**config.mk**
```make
export PLATFORM = sky130hd
export DESIGN_NAME = adc_sequencer
export DESIGN_NICKNAME = d
export VERILOG_FILES = /design/src/rtl/adc_pkg.sv /design/src/rtl/adc_sample_timer.sv /design/src/rtl/adc_sequencer.sv
export SDC_FILE = /design/constraint.sdc
export NUM_CORES = 1
export LEC_CHECK = 0
export BUFFER_PORTS_ARGS = -buffer_cell sky130_fd_sc_hd__buf_2
export CORE_MARGIN = 3
export CORE_UTILIZATION = 44
export CTS_CLUSTER_DIAMETER = 150
export DETAILED_ROUTE_END_ITERATION = 10
export PLACE_DENSITY = 0.7
export SETUP_SLACK_MARGIN = 0.05
export SYNTH_ARGS = -nofsm -noshare
export SYNTH_HDL_FRONTEND = slang
export SYNTH_SLANG_ARGS = --single-unit
export TNS_END_PERCENT = 30
```
**constraint.sdc**
```tcl
create_clock -name clk -period 3.11 [get_ports clk]
set_input_delay 0.622 -clock clk [delete_from_list [all_inputs] [get_ports clk]]
set_output_delay 0.622 -clock clk [all_outputs]
set_load 0.1 [all_outputs]
```
**src/rtl/adc_pkg.sv**
```systemverilog
// Shared definitions for the MAX10 ADC command/response sequencer.
package adc_pkg;

    localparam int unsigned CHANNEL_WIDTH      = 5;
    localparam int unsigned DEFAULT_DATA_WIDTH = 12;

    typedef enum logic [1:0] {
        IDLE  = 2'd0,
        ISSUE = 2'd1,
        DRAIN = 2'd2
    } state_t;

endpackage

```
**src/rtl/adc_sample_timer.sv**
```systemverilog
// Sample-period counter: ticks once every sample_period+1 cycles while enabled.
module adc_sample_timer
    import adc_pkg::*;
#(
    parameter int unsigned PERIOD_WIDTH = 16
) (
    input  logic                    clk,
    input  logic                    rst_n,
    input  logic                    enable,
    input  logic [PERIOD_WIDTH-1:0] sample_period,
    output logic                    tick
);

    logic [PERIOD_WIDTH-1:0] count_q, count_d;

    // >= keeps the counter from running past a period that was lowered mid-count
    always_comb begin
        tick    = 1'b0;
        count_d = count_q + PERIOD_WIDTH'(1);
        if (!enable) begin
            count_d = '0;
        end else if (count_q >= sample_period) begin
            tick    = 1'b1;
            count_d = '0;
        end
    end

    always_ff @(posedge clk or negedge rst_n) begin
        if (!rst_n) begin
            count_q <= '0;
        end else begin
            count_q <= count_d;
        end
    end

endmodule

```
**src/rtl/adc_sequencer.sv**
```systemverilog
// Issues timed packets of channel conversions to the MAX10 ADC and steers
// each returned result into its per-slot register.
module adc_sequencer
    import adc_pkg::*;
#(
    parameter int unsigned NUM_SLOTS    = 4,
    parameter int unsigned DATA_WIDTH   = DEFAULT_DATA_WIDTH,
    parameter int unsigned PERIOD_WIDTH = 16
) (
    input  logic                               clk,
    input  logic                               rst_n,
    input  logic                               enable,
    input  logic [NUM_SLOTS*CHANNEL_WIDTH-1:0] slot_channels,
    input  logic [2:0]                         slot_count,
    input  logic [PERIOD_WIDTH-1:0]            sample_period,
    input  logic                               clear_flags,
    output logic                               command_valid,
    output logic [CHANNEL_WIDTH-1:0]           command_channel,
    output logic                               command_startofpacket,
    output logic                               command_endofpacket,
    input  logic                               command_ready,
    input  logic                               response_valid,
    input  logic [CHANNEL_WIDTH-1:0]           response_channel,
    input  logic [DATA_WIDTH-1:0]              response_data,
    output logic [NUM_SLOTS*DATA_WIDTH-1:0]    result_data,
    output logic [2:0]                         result_slot,
    output logic                               result_stb,
    output logic                               seq_done,
    output logic                               busy,
    output logic                               overrun,
    output logic                               chan_err
);

    logic tick;

    adc_sample_timer #(.PERIOD_WIDTH(PERIOD_WIDTH)) u_timer (
        .clk           (clk),
        .rst_n         (rst_n),
        .enable        (enable),
        .sample_period (sample_period),
        .tick          (tick)
    );

    state_t                   state_q;
    logic [2:0]               iss_idx_q, rsp_idx_q, cnt_q;
    logic [CHANNEL_WIDTH-1:0] chan_q [NUM_SLOTS];
    logic [DATA_WIDTH-1:0]    res_q  [NUM_SLOTS];
    logic                     cmd_valid_q, cmd_sop_q, cmd_eop_q;
    logic [CHANNEL_WIDTH-1:0] cmd_chan_q;
    logic [2:0]               res_slot_q;
    logic                     res_stb_q, seq_done_q, overrun_q, chan_err_q;

    logic [2:0]               cnt_in, iss_nxt;
    logic [CHANNEL_WIDTH-1:0] next_chan, exp_chan;
    logic                     cmd_fire, rsp_take, rsp_orphan, rsp_mismatch;

    always_comb begin
        cnt_in = ({1'b0, slot_count} > 4'(NUM_SLOTS)) ? 3'(NUM_SLOTS) : slot_count;
        iss_nxt = iss_idx_q + 3'd1;
        next_chan = '0;
        exp_chan  = '0;
        for (int unsigned k = 0; k < NUM_SLOTS; k++) begin
            if (iss_nxt == 3'(k))   next_chan = chan_q[k];
            if (rsp_idx_q == 3'(k)) exp_chan  = chan_q[k];
        end
    end

    // rsp_idx never passes iss_idx, so inequality means conversions are outstanding
    assign cmd_fire     = cmd_valid_q && command_ready;
    assign rsp_take     = response_valid && (rsp_idx_q != iss_idx_q);
    assign rsp_orphan   = response_valid && !rsp_take;
    assign rsp_mismatch = rsp_take && (response_channel != exp_chan);

    always_ff @(posedge clk or negedge rst_n) begin
        if (!rst_n) begin
            state_q     <= IDLE;
            iss_idx_q   <= '0;
            rsp_idx_q   <= '0;
            cnt_q       <= '0;
            cmd_valid_q <= 1'b0;
            cmd_chan_q  <= '0;
            cmd_sop_q   <= 1'b0;
            cmd_eop_q   <= 1'b0;
            res_slot_q  <= '0;
            res_stb_q   <= 1'b0;
            seq_done_q  <= 1'b0;
            overrun_q   <= 1'b0;
            chan_err_q  <= 1'b0;
            for (int unsigned k = 0; k < NUM_SLOTS; k++) begin
                chan_q[k] <= '0;
                res_q[k]  <= '0;
            end
        end else begin
            res_stb_q  <= rsp_take;
            seq_done_q <= 1'b0;

            if (rsp_take) begin
                for (int unsigned k = 0; k < NUM_SLOTS; k++) begin
                    if (rsp_idx_q == 3'(k)) res_q[k] <= response_data;
                end
                res_slot_q <= rsp_idx_q;
                rsp_idx_q  <= rsp_idx_q + 3'd1;
            end

            if (tick && (state_q != IDLE)) overrun_q <= 1'b1;
            else if (clear_flags)          overrun_q <= 1'b0;

            if (rsp_orphan || rsp_mismatch) chan_err_q <= 1'b1;
            else if (clear_flags)           chan_err_q <= 1'b0;

            unique case (state_q)
                IDLE: begin
                    if (tick && (cnt_in != 3'd0)) begin
                        for (int unsigned k = 0; k < NUM_SLOTS; k++) begin
                            chan_q[k] <= slot_channels[k*CHANNEL_WIDTH +: CHANNEL_WIDTH];
                        end
                        cnt_q       <= cnt_in;
                        iss_idx_q   <= '0;
                        rsp_idx_q   <= '0;
                        cmd_valid_q <= 1'b1;
                        cmd_chan_q  <= slot_channels[CHANNEL_WIDTH-1:0];
                        cmd_sop_q   <= 1'b1;
                        cmd_eop_q   <= (cnt_in == 3'd1);
                        state_q     <= ISSUE;
                    end
                end
                ISSUE: begin
                    if (cmd_fire) begin
                        iss_idx_q <= iss_nxt;
                        cmd_sop_q <= 1'b0;
                        if (iss_idx_q == cnt_q - 3'd1) begin
                            cmd_valid_q <= 1'b0;
                            cmd_chan_q  <= '0;
                            cmd_eop_q   <= 1'b0;
                            state_q     <= DRAIN;
                        end else begin
                            cmd_chan_q <= next_chan;
                            cmd_eop_q  <= (iss_nxt == cnt_q - 3'd1);
                        end
                    end
                end
                DRAIN: begin
                    if (rsp_idx_q == cnt_q) begin
                        seq_done_q <= 1'b1;
                        state_q    <= IDLE;
                    end
                end
                default: state_q <= IDLE;
            endcase
        end
    end

    always_comb begin
        result_data = '0;
        for (int unsigned k = 0; k < NUM_SLOTS; k++) begin
            result_data[k*DATA_WIDTH +: DATA_WIDTH] = res_q[k];
        end
    end

    assign command_valid         = cmd_valid_q;
    assign command_channel       = cmd_chan_q;
    assign command_startofpacket = cmd_sop_q;
    assign command_endofpacket   = cmd_eop_q;
    assign result_slot           = res_slot_q;
    assign result_stb            = res_stb_q;
    assign seq_done              = seq_done_q;
    assign busy                  = (state_q != IDLE);
    assign overrun               = overrun_q;
    assign chan_err              = chan_err_q;

endmodule

```
# Word-level counts from Yosys, hierarchy flattened
# Index checks and enable logic that the tools add are counted.
# word_totals
regBits	110
input_bits	62
out_inout_bits	64
elab_cells	113
# op_classes
addsub	4
order_cmp	2
eq_ne	18
n_mux	43
reduce_logical	24
# op_table
op	count
$mux 5	11
$mux 16	2
$mux 3	6
$add 16x1->16 const B	1
$ge 16x16->1	1
$mux 1	14
$eq 3x2->1 const B	4
$pmux 5 s2	1
$reduce_and 2->1	5
$eq 3x1->1 const B	3
$eq 3x3->1	3
$mux 2	4
$ne 2x2->1 const B	4
$reduce_and 4->1	2
$reduce_bool 2->1	4
$add 3x1->3 const B	2
$logic_and 1x1->1	6
$logic_not 3->1	2
$pmux 1 s2	3
$pmux 2 s3	1
$pmux 3 s2	1
$ne 5x5->1	1
$gt 3x3->1 const B	1
$ne 3x3->1	1
8 further kinds	8

# Depth between registers and ports, before layout
# Gate-level depths: netlist of the first run.
# depth
word_depth	9
ltp_mapped	11
mapped_depth_nobuf	8

# By module
# A second synthesis of the first run with hierarchy kept.
# unflattened
cells_unflattened	498
hier_area_um2	5733.0
# modules_own_cells
module	n_inst	cells_each	area_per_inst_um2	seq_area_each_um2
adc_sequencer	1	368	4556.9	2352.3
adc_sample_timer	1	130	1176.1	400.4

# Least setup slack after synthesis of the first run
# Ideal clock, no wire load.
# synth_timing
path_type	input to register
startpoint	input port sample_period[0]
endpoint	register chan_q[10] (netlist bit)
setup_ns	0.125
arrival_ns	2.525
t_required_ns	2.985
path_slack_ns	0.460
cell_stages	8
path_buffers	1
path_cell_list	ha_1 -> nand2b_4 -> a2111o_1 -> a311oi_2 -> a21boi_4 -> nand2_4 -> buf_8 -> mux2_2
# synth_via
elab_chain_cells	5
# synth_lines
element	line	source
from (decl)	adc_sequencer.sv:15	input logic [PERIOD_WIDTH-1:0] sample_period,
$ge 16x16->1	adc_sample_timer.sv:22	end else if (count_q >= sample_period) begin
$mux 1	adc_sample_timer.sv:22	
$mux 1	adc_sample_timer.sv:20	if (!enable) begin
$logic_and 1x1->1	adc_sequencer.sv:113	if (tick && (cnt_in != 3'd0)) begin
$reduce_and 2->1 (no line)	n/a	
to (signal, indexed assignment)	adc_sequencer.sv:115	chan_q[k] <= slot_channels[k*CHANNEL_WIDTH +: CHANNEL_WIDTH];
to (decl)	adc_sequencer.sv:46	logic [CHANNEL_WIDTH-1:0] chan_q [NUM_SLOTS];
# No other way between the ends.
# A chain may end at the register's enable or synchronous reset.

# Worst setup path in the final report of the first run
# layout_timing
startpoint	register u_timer.count_q[0]
endpoint	register chan_q[0] (netlist bit)
# layout_via
elab_chain_cells	5
# layout_lines
element	line	source
from (decl)	adc_sample_timer.sv:14	logic [PERIOD_WIDTH-1:0] count_q, count_d;
from (signal assigned)	adc_sample_timer.sv:32	count_q <= count_d;
$ge 16x16->1	adc_sample_timer.sv:22	
$mux 1	adc_sample_timer.sv:22	
$mux 1	adc_sample_timer.sv:20	
$logic_and 1x1->1	adc_sequencer.sv:113	
$reduce_and 2->1 (no line)	n/a	
# No other way between the ends.

==> results.ini, run 1 <==
[detailed_routing]
routed_via_density=5.27
vias=4114
routedWlPerCell_um=16.4
ant_nets=0
drc_errors=0
dr.pass1.iters=4
postRouteWirelength_mm=12.8
drt_iter0_markers=159

[clock_network]
cts_resized=0
cts_root_buf=clkbuf_16
cts_buffers=9
clk_latency_ns=0.35
htree_levels=3
post_cts_buffers=0
cts.clk_slew.worst_paths_ns=0.07
hold_buffers=0
cts_buffer_depth=2
cts_tree=done
cts_sinks=110

[pwr]
p_comb_share_pct=54.6
power_density_nw_per_um2=1050
static-leakage-power_nw=3.38
p_int_mw=3.06
swShare_pct=55.8
p_seq_share_pct=29.5
switchingPower_mw=3.86
ir_drop_uv=1400
pwr-share-clk_pct=15.9

[outcome]
outcome=complete, no violations

[finish]
multi_input_area_um2=2560
final_nets=697
drive_gt1_share_pct=37.7
area_growth_pct=19.6
layout_commonest_cell=buf_2
final_cell_count_no_fill=780
most-common-layout-cells=buf_2 (124), dfrtp_1 (110), mux2_2 (76), inv_1 (35), nand2_1 (30)
diodes=0
nFillCells=1090
regArea_um2=2750

[die]
design.core.area_um2=12200
die_area_um2=13900
die_height_um=118
start_util_pct=45.4
chipWidth_um=118
io_pins=126
placementRows=40

[synth]
syn_avg_cell_area_um2=11.5
synth.cell_area_um2=5530
yosys_warnings=0
ys_ff_latch=110
ys_seq_area_share_pct=49.8
synth_edf_count=0
synth.distinct_cells=52
synth-main-ff-cell=dfrtp_1
async_flop_share_pct=100
syn_inst=481
syn-num-nets=571

[timing]
hold_viol=0
rsz0062_at_grt=false
relSlewSlack_pct=55.7
layout_min_cycle_time_ns=2.75
tightest_slew_ns=0.663
max_freq_mhz=364
fin_skew_ns=0.0113
setup_viol=0
setup_tns_ns=0
fin_crit_sh_pct=88.4
drv_slew=0

[critical_path]
critical_path_arrival_ns=2.98
crit_fanout=28
crit_type=reg2reg
required_ns=3.35
crit_path_start_kind=flop
cp-end-kind=flop

[place]
place_congestion=0.841
placed_cells_incl_taps=764
dp_hpwl_mm=9.71
io_buffers=125

[worst_hold_path]
hold_class=in2async

[grt]
grt-ovfl-total=0
grt_pass1_vias=4291
grt_pass1_wl_mm=21.1
grt_usage_pct=18.6
grt_max_degree=50
antenna_found_initial=0

[job]
maxCapViolCount=0

## power groups by stage
stage	sequential, mW	clock, mW	combinational, mW
floorplan	4.44	0	0.742
finish	2.04	1.10	3.78
global route	2.09	1.18	3.93
CTS	2.04	1.13	3.80
detailed placement	2.06	0	3.79
global placement	2.03	0	3.76
## area by class of cell
| type | instances | share of cell area (%) |
|---|---|---|
| Timing Repair Buffer | 128 | 10.0 |
| Tap cell | 168 | 3.18 |
| Clock inverter | 5 | 0.644 |
| Clock buffer | 11 | 3.67 |
| Sequential cell | 110 | 41.7 |
| Multi-Input combinational cell | 323 | 38.8 |
| Inverter | 35 | 1.99 |
## flip-flops by register name (all words and copies together) (netlist names), 2 cells and up
| name | cells |
|---|---|
| rsp_idx_q | 3 |
| result_slot | 3 |
| state_q | 2 |
| chan_q | 20 |
| result_data | 48 |
| cnt_q | 3 |
| u_timer.count_q | 16 |
| iss_idx_q | 3 |
| command_channel | 5 |
## stage by stage
stage / hold slack [ns] / area (um2) / setup WS (ns) / total power [mW] / util, %
2_1_floorplan: 0.326 / 5530 / 0.460 / 5.18 / -
3_3_place_gp: 0.462 / 6320 / 0.140 / 5.80 / 52.0
3_5_place_dp: 0.488 / 6320 / 0.0828 / 5.85 / 52.0
4_1_cts: 0.313 / 6610 / 0.340 / 6.97 / 54.3
5_1_grt: 0.338 / 6610 / 0.200 / 7.20 / 54.3
6_report: 0.282 / 6610 / 0.362 / 6.92 / 54.3
## worst max-delay path, cell delays in order (launching register included)
cell      delay [ns]
dfrtp_1         0.42
inv_1           0.07
ha_1            0.27
nand2b_4        0.13
a2111o_1        0.44
a311oi_2        0.41
a21boi_4        0.16
nand2_4         0.32
mux2_2          0.38
## cell families after synthesis
family,share of synthesized area (%)
simple gates,9.26
mux,16.4
buf+inv,3.78
flops,49.8
fa+ha+maj,6.34
compound gates,9.96
xor+xnor,4.44
## cells in the mapped netlist, types with 3 or more instances
master	instances	area share (%)
dfrtp_1	110	50
mux2_2	76	15
inv_1	35	2.4
nand2_1	30	2.0
ha_1	28	6.3
a21oi_1	24	2.2
nor2_1	23	1.6
o21ai_0	18	1.6
xor2_1	15	2.4
nand3_1	13	1.2
xnor2_1	13	2.1
nand2b_1	7	0.79
o22ai_1	7	0.79
and3_1	6	0.68
a211oi_1	5	0.68
buf_2	5	0.45
clkbuf_1	5	0.34
nor3_1	5	0.45
mux2i_1	4	0.72
nor2b_1	4	0.45
a221oi_1	3	0.48
a22oi_1	3	0.41
a31o_2	3	0.48
nand4_1	3	0.34
or3_1	3	0.34
## per-layer routing
| metal | vias up | wire, um | global-route usage, % |
|---|---|---|---|
| met5 | - | 0 | 0 |
| met4 | 0 | 146 | 4.62 |
| met3 | 14 | 877 | 5.33 |
| met2 | 118 | 6480 | 32.5 |
| met1 | 2044 | 5280 | 22.6 |
| li1 | 1938 | - | - |
## path summary, 6_finish.rpt
| path | startpoint | endpoint | slack, ns | depth (start not counted) |
|---|---|---|---|---|
| worst max-delay path | u_timer.count_q[0]$_DFF_PN0_ | chan_q[0]$_DFFE_PN0P_ | 0.36 | 8 |
| worst min-delay path | rst_n | state_q[1]$_DFFE_PN0P_ | 0.28 | 1 |
| min in group clk | command_startofpacket$_DFFE_PN0P_ | command_startofpacket$_DFFE_PN0P_ | 0.50 | 2 |
| worst min register to register | command_startofpacket$_DFFE_PN0P_ | command_startofpacket$_DFFE_PN0P_ | 0.50 | 2 |
| max in group asynchronous | rst_n | chan_q[0]$_DFFE_PN0P_ | 2.11 | 2 |
| worst max register to register | u_timer.count_q[0]$_DFF_PN0_ | chan_q[0]$_DFFE_PN0P_ | 0.36 | 8 |
Note: power is estimated with default switching activity, not from simulation.
==> inputs of run 2 (changes only) <==
Settings changed: ABC_AREA set to 1.
==> run 2 against run 1 <==
Effect of this change:
- clock skew hardly changed
- worst setup slack better by 0.59 ns
- area after synthesis hardly changed
- critical path type unchanged
- largest power group unchanged
- final area is 0.81% higher
- total power is 5.7% higher
- hold slack better by 0.012 ns
- first-iteration DRC count is 120% higher
- highest routed layer unchanged
- critical path depth is 3 higher
- largest cell class unchanged
- combinational power is 5% higher
- sequential share of layout area is 0.34 points lower
- routed wire length is 3.1% lower
- clock power is 17% higher
==> results.ini, run 2 <==
[outcome]
outcome=complete, no violations

[synth]
syn-num-nets=766  ; +34%
yosysMostFrequentCell=nand2_1
synth_edf_count=0  ; unchanged
syn_inst=676  ; +41%
synth.distinct_cells=32  ; -38%
yosysTopAreaCell=dfrtp_1
yosys_warnings=0  ; unchanged
synth_top_area_share_pct=49.8  ; about the same
syn_avg_cell_area_um2=8.18  ; -29%
async_flop_share_pct=100  ; unchanged
ys_seq_area_share_pct=49.8  ; about the same
synth.top_cells.by_area=dfrtp_1 (50%), nand2_1 (14%), o21ai_0 (7.8%)
ys_ff_latch=110  ; unchanged
synth.cell_area_um2=5530  ; about the same
synth-main-ff-cell=dfrtp_1
synthTopCellsByCount=nand2_1 (210), dfrtp_1 (110), inv_1 (86), o21ai_0 (86), nor2_1 (35)

[die]
die_area_um2=14000  ; about the same
io_pins=126  ; unchanged
chipWidth_um=118  ; about the same
placementRows=40  ; unchanged
die_height_um=118  ; about the same
design.core.area_um2=12200  ; unchanged
start_util_pct=45.5  ; about the same

[critical_path]
crit_path_start_kind=flop
path_delay_family=adder cells
critical_path_arrival_ns=2.44  ; -0.54 ns
max_stage_delay_ns=0.48  ; +0.04 ns
critPathBufInv=1  ; unchanged
slowest_stage=dfrtp_1
crit_top_cell=nand2_1
required_ns=3.40  ; +0.05 ns
crit_fanout=10  ; -64%
crit_type=reg2reg
cp-end-kind=flop
crit_chain=ha_1 > ha_1 > inv_1 > nand2_1 > o21ai_0 > nor2_1 > o22ai_1 > nand2_1 > nand2_1 > nand2_1 > nand2_1

[timing]
rsz0062_at_grt=false
setup_tns_ns=0  ; unchanged
drv_slew=0  ; unchanged
fin_crit_sh_pct=69.3  ; -19 points
fin_skew_ns=0.0115  ; +0.000206 ns
max_freq_mhz=464  ; +28%
tightest_slew_ns=0.627  ; -0.0358 ns
setup_viol=0  ; unchanged
setup_slack_ns=0.955  ; +0.593 ns
layout_min_cycle_time_ns=2.15  ; -0.593 ns
hold_viol=0  ; unchanged
relSlewSlack_pct=58.2  ; +2.5 points

[detailed_routing]
routed_via_density=4.76  ; -9.7%
routedWlPerCell_um=12.7  ; -22%
drc_errors=0  ; unchanged
drt_iter0_markers=342  ; +120%
dr.pass1.iters=7  ; +3
ant_nets=0  ; unchanged
vias=4632  ; +13%
postRouteWirelength_mm=12.4  ; -3.1%

[clock_network]
htree_levels=3  ; unchanged
hold_buffers=0  ; unchanged
post_cts_buffers=0  ; unchanged
cts_resized=0  ; unchanged
cts_buffers=9  ; unchanged
cts.clk_slew.worst_paths_ns=0.07  ; about the same
cts_buffer_depth=2  ; unchanged
clk_latency_ns=0.35  ; about the same
cts_sinks=110  ; unchanged
cts_tree=done
cts_root_buf=clkbuf_16

[finish]
final_nets=890  ; +28%
drive_gt1_share_pct=19.8  ; -18 points
most-common-layout-cells=nand2_1 (210), buf_2 (124), dfrtp_1 (110), inv_1 (86), o21ai_0 (86)
diodes=0  ; unchanged
multi_input_area_um2=2360  ; -7.9%
nFillCells=1163  ; +6.7%
final_cell_count_no_fill=973  ; +25%
largest_reg_flops=48  ; unchanged
utilization_pct=54.8  ; +0.44 points
area_growth_pct=20.5
regArea_um2=2750  ; unchanged
layout_commonest_cell=nand2_1

[job]
maxCapViolCount=0  ; unchanged

[grt]
grt_pass1_wl_mm=21.0  ; -0.68%
antenna_found_initial=0  ; unchanged
grt_pass1_vias=4380  ; +2.1%
grt-ovfl-total=0  ; unchanged
grt_usage_pct=18.1  ; -0.44 points
grt_max_degree=111  ; +120%

[pwr]
design_power_total_mw=7.31  ; +5.7%
static-leakage-power_nw=3.67  ; +8.5%
power_density_nw_per_um2=1100  ; +4.8%
ir_drop_uv=1170  ; -16%

[place]
placed_cells_incl_taps=957  ; +25%
pre_cts_ws_ns=0.735  ; +0.652 ns
place_congestion=0.803  ; -4.6%
io_buffers=125  ; unchanged
dp_hpwl_mm=9.22  ; -5.0%

[worst_hold_path]
hold_class=in2async

run 2: changes by cell type after synthesis, moves of 5 or more:
| cell | previous run | this run |
|---|---|---|
| a21oi_1 | 24 | 11 |
| inv_1 | 35 | 86 |
| nand2b_1 | 7 | 0 |
| and3_1 | 6 | 1 |
| nand2_2 | 0 | 6 |
| xor2_1 | 15 | 10 |
| mux2_2 | 76 | 0 |
| a211oi_1 | 5 | 0 |
| o21ai_0 | 18 | 86 |
| nor2_1 | 23 | 35 |
| nand2_1 | 30 | 210 |
| nand3_1 | 13 | 29 |
run 2: logic make-up after synthesis:
family | share of synthesized area (%)
compound gates | 10.2
flops | 49.8
buf+inv | 7.51
fa+ha+maj | 6.33
xor+xnor | 3.48
simple gates | 22.7
run 2: layer usage:
layer	up-vias	GRT usage (%)	share of wire, %
met3	12	5.81	7.7
met1	2103	23.7	44
met2	130	29.5	47
met5	-	0	0
li1	2387	-	-
met4	0	4.18	1.2
run 2: worst paths after layout:
check | startpoint | to | slack (ns) | cells past startpoint
min in group clk | command_channel[2]$_DFFE_PN0P_ | command_channel[2]$_DFFE_PN0P_ | 0.47 | 2
hold reg to reg | command_channel[2]$_DFFE_PN0P_ | command_channel[2]$_DFFE_PN0P_ | 0.47 | 2
max in group asynchronous | rst_n | chan_q[1]$_DFFE_PN0P_ | 2.30 | 2
setup reg to reg | iss_idx_q[0]$_DFFE_PN0P_ | command_channel[2]$_DFFE_PN0P_ | 0.96 | 11
hold / removal | rst_n | seq_done$_DFF_PN0_ | 0.29 | 2
setup / recovery | iss_idx_q[0]$_DFFE_PN0P_ | command_channel[2]$_DFFE_PN0P_ | 0.96 | 11
run 2: through the flow:
stage,hold slack (ns),area (um2)
floorplan,0.326,5530
global route,0.377,6660
global placement,0.451,6320
detailed placement,0.454,6320
CTS,0.376,6660
finish,0.293,6660
run 2: cell type report:
class | instances | share of cell area (%)
Tap cell | 168 | 3.16
Inverter | 89 | 5.05
Sequential cell | 110 | 41.3
Timing Repair Buffer | 128 | 9.95
Clock buffer | 9 | 3.38
Multi-Input combinational cell | 462 | 35.5
Clock inverter | 7 | 1.67
run 2: power breakdown:
group	total [mW]	switching [mW]	leakage, nW	internal (mW)
Sequential	2.07	0.253	1.36	1.81
Combinational	3.96	3.28	2.14	0.680
Clock	1.29	0.559	0.166	0.728
Total	7.31	4.09	3.67	3.22
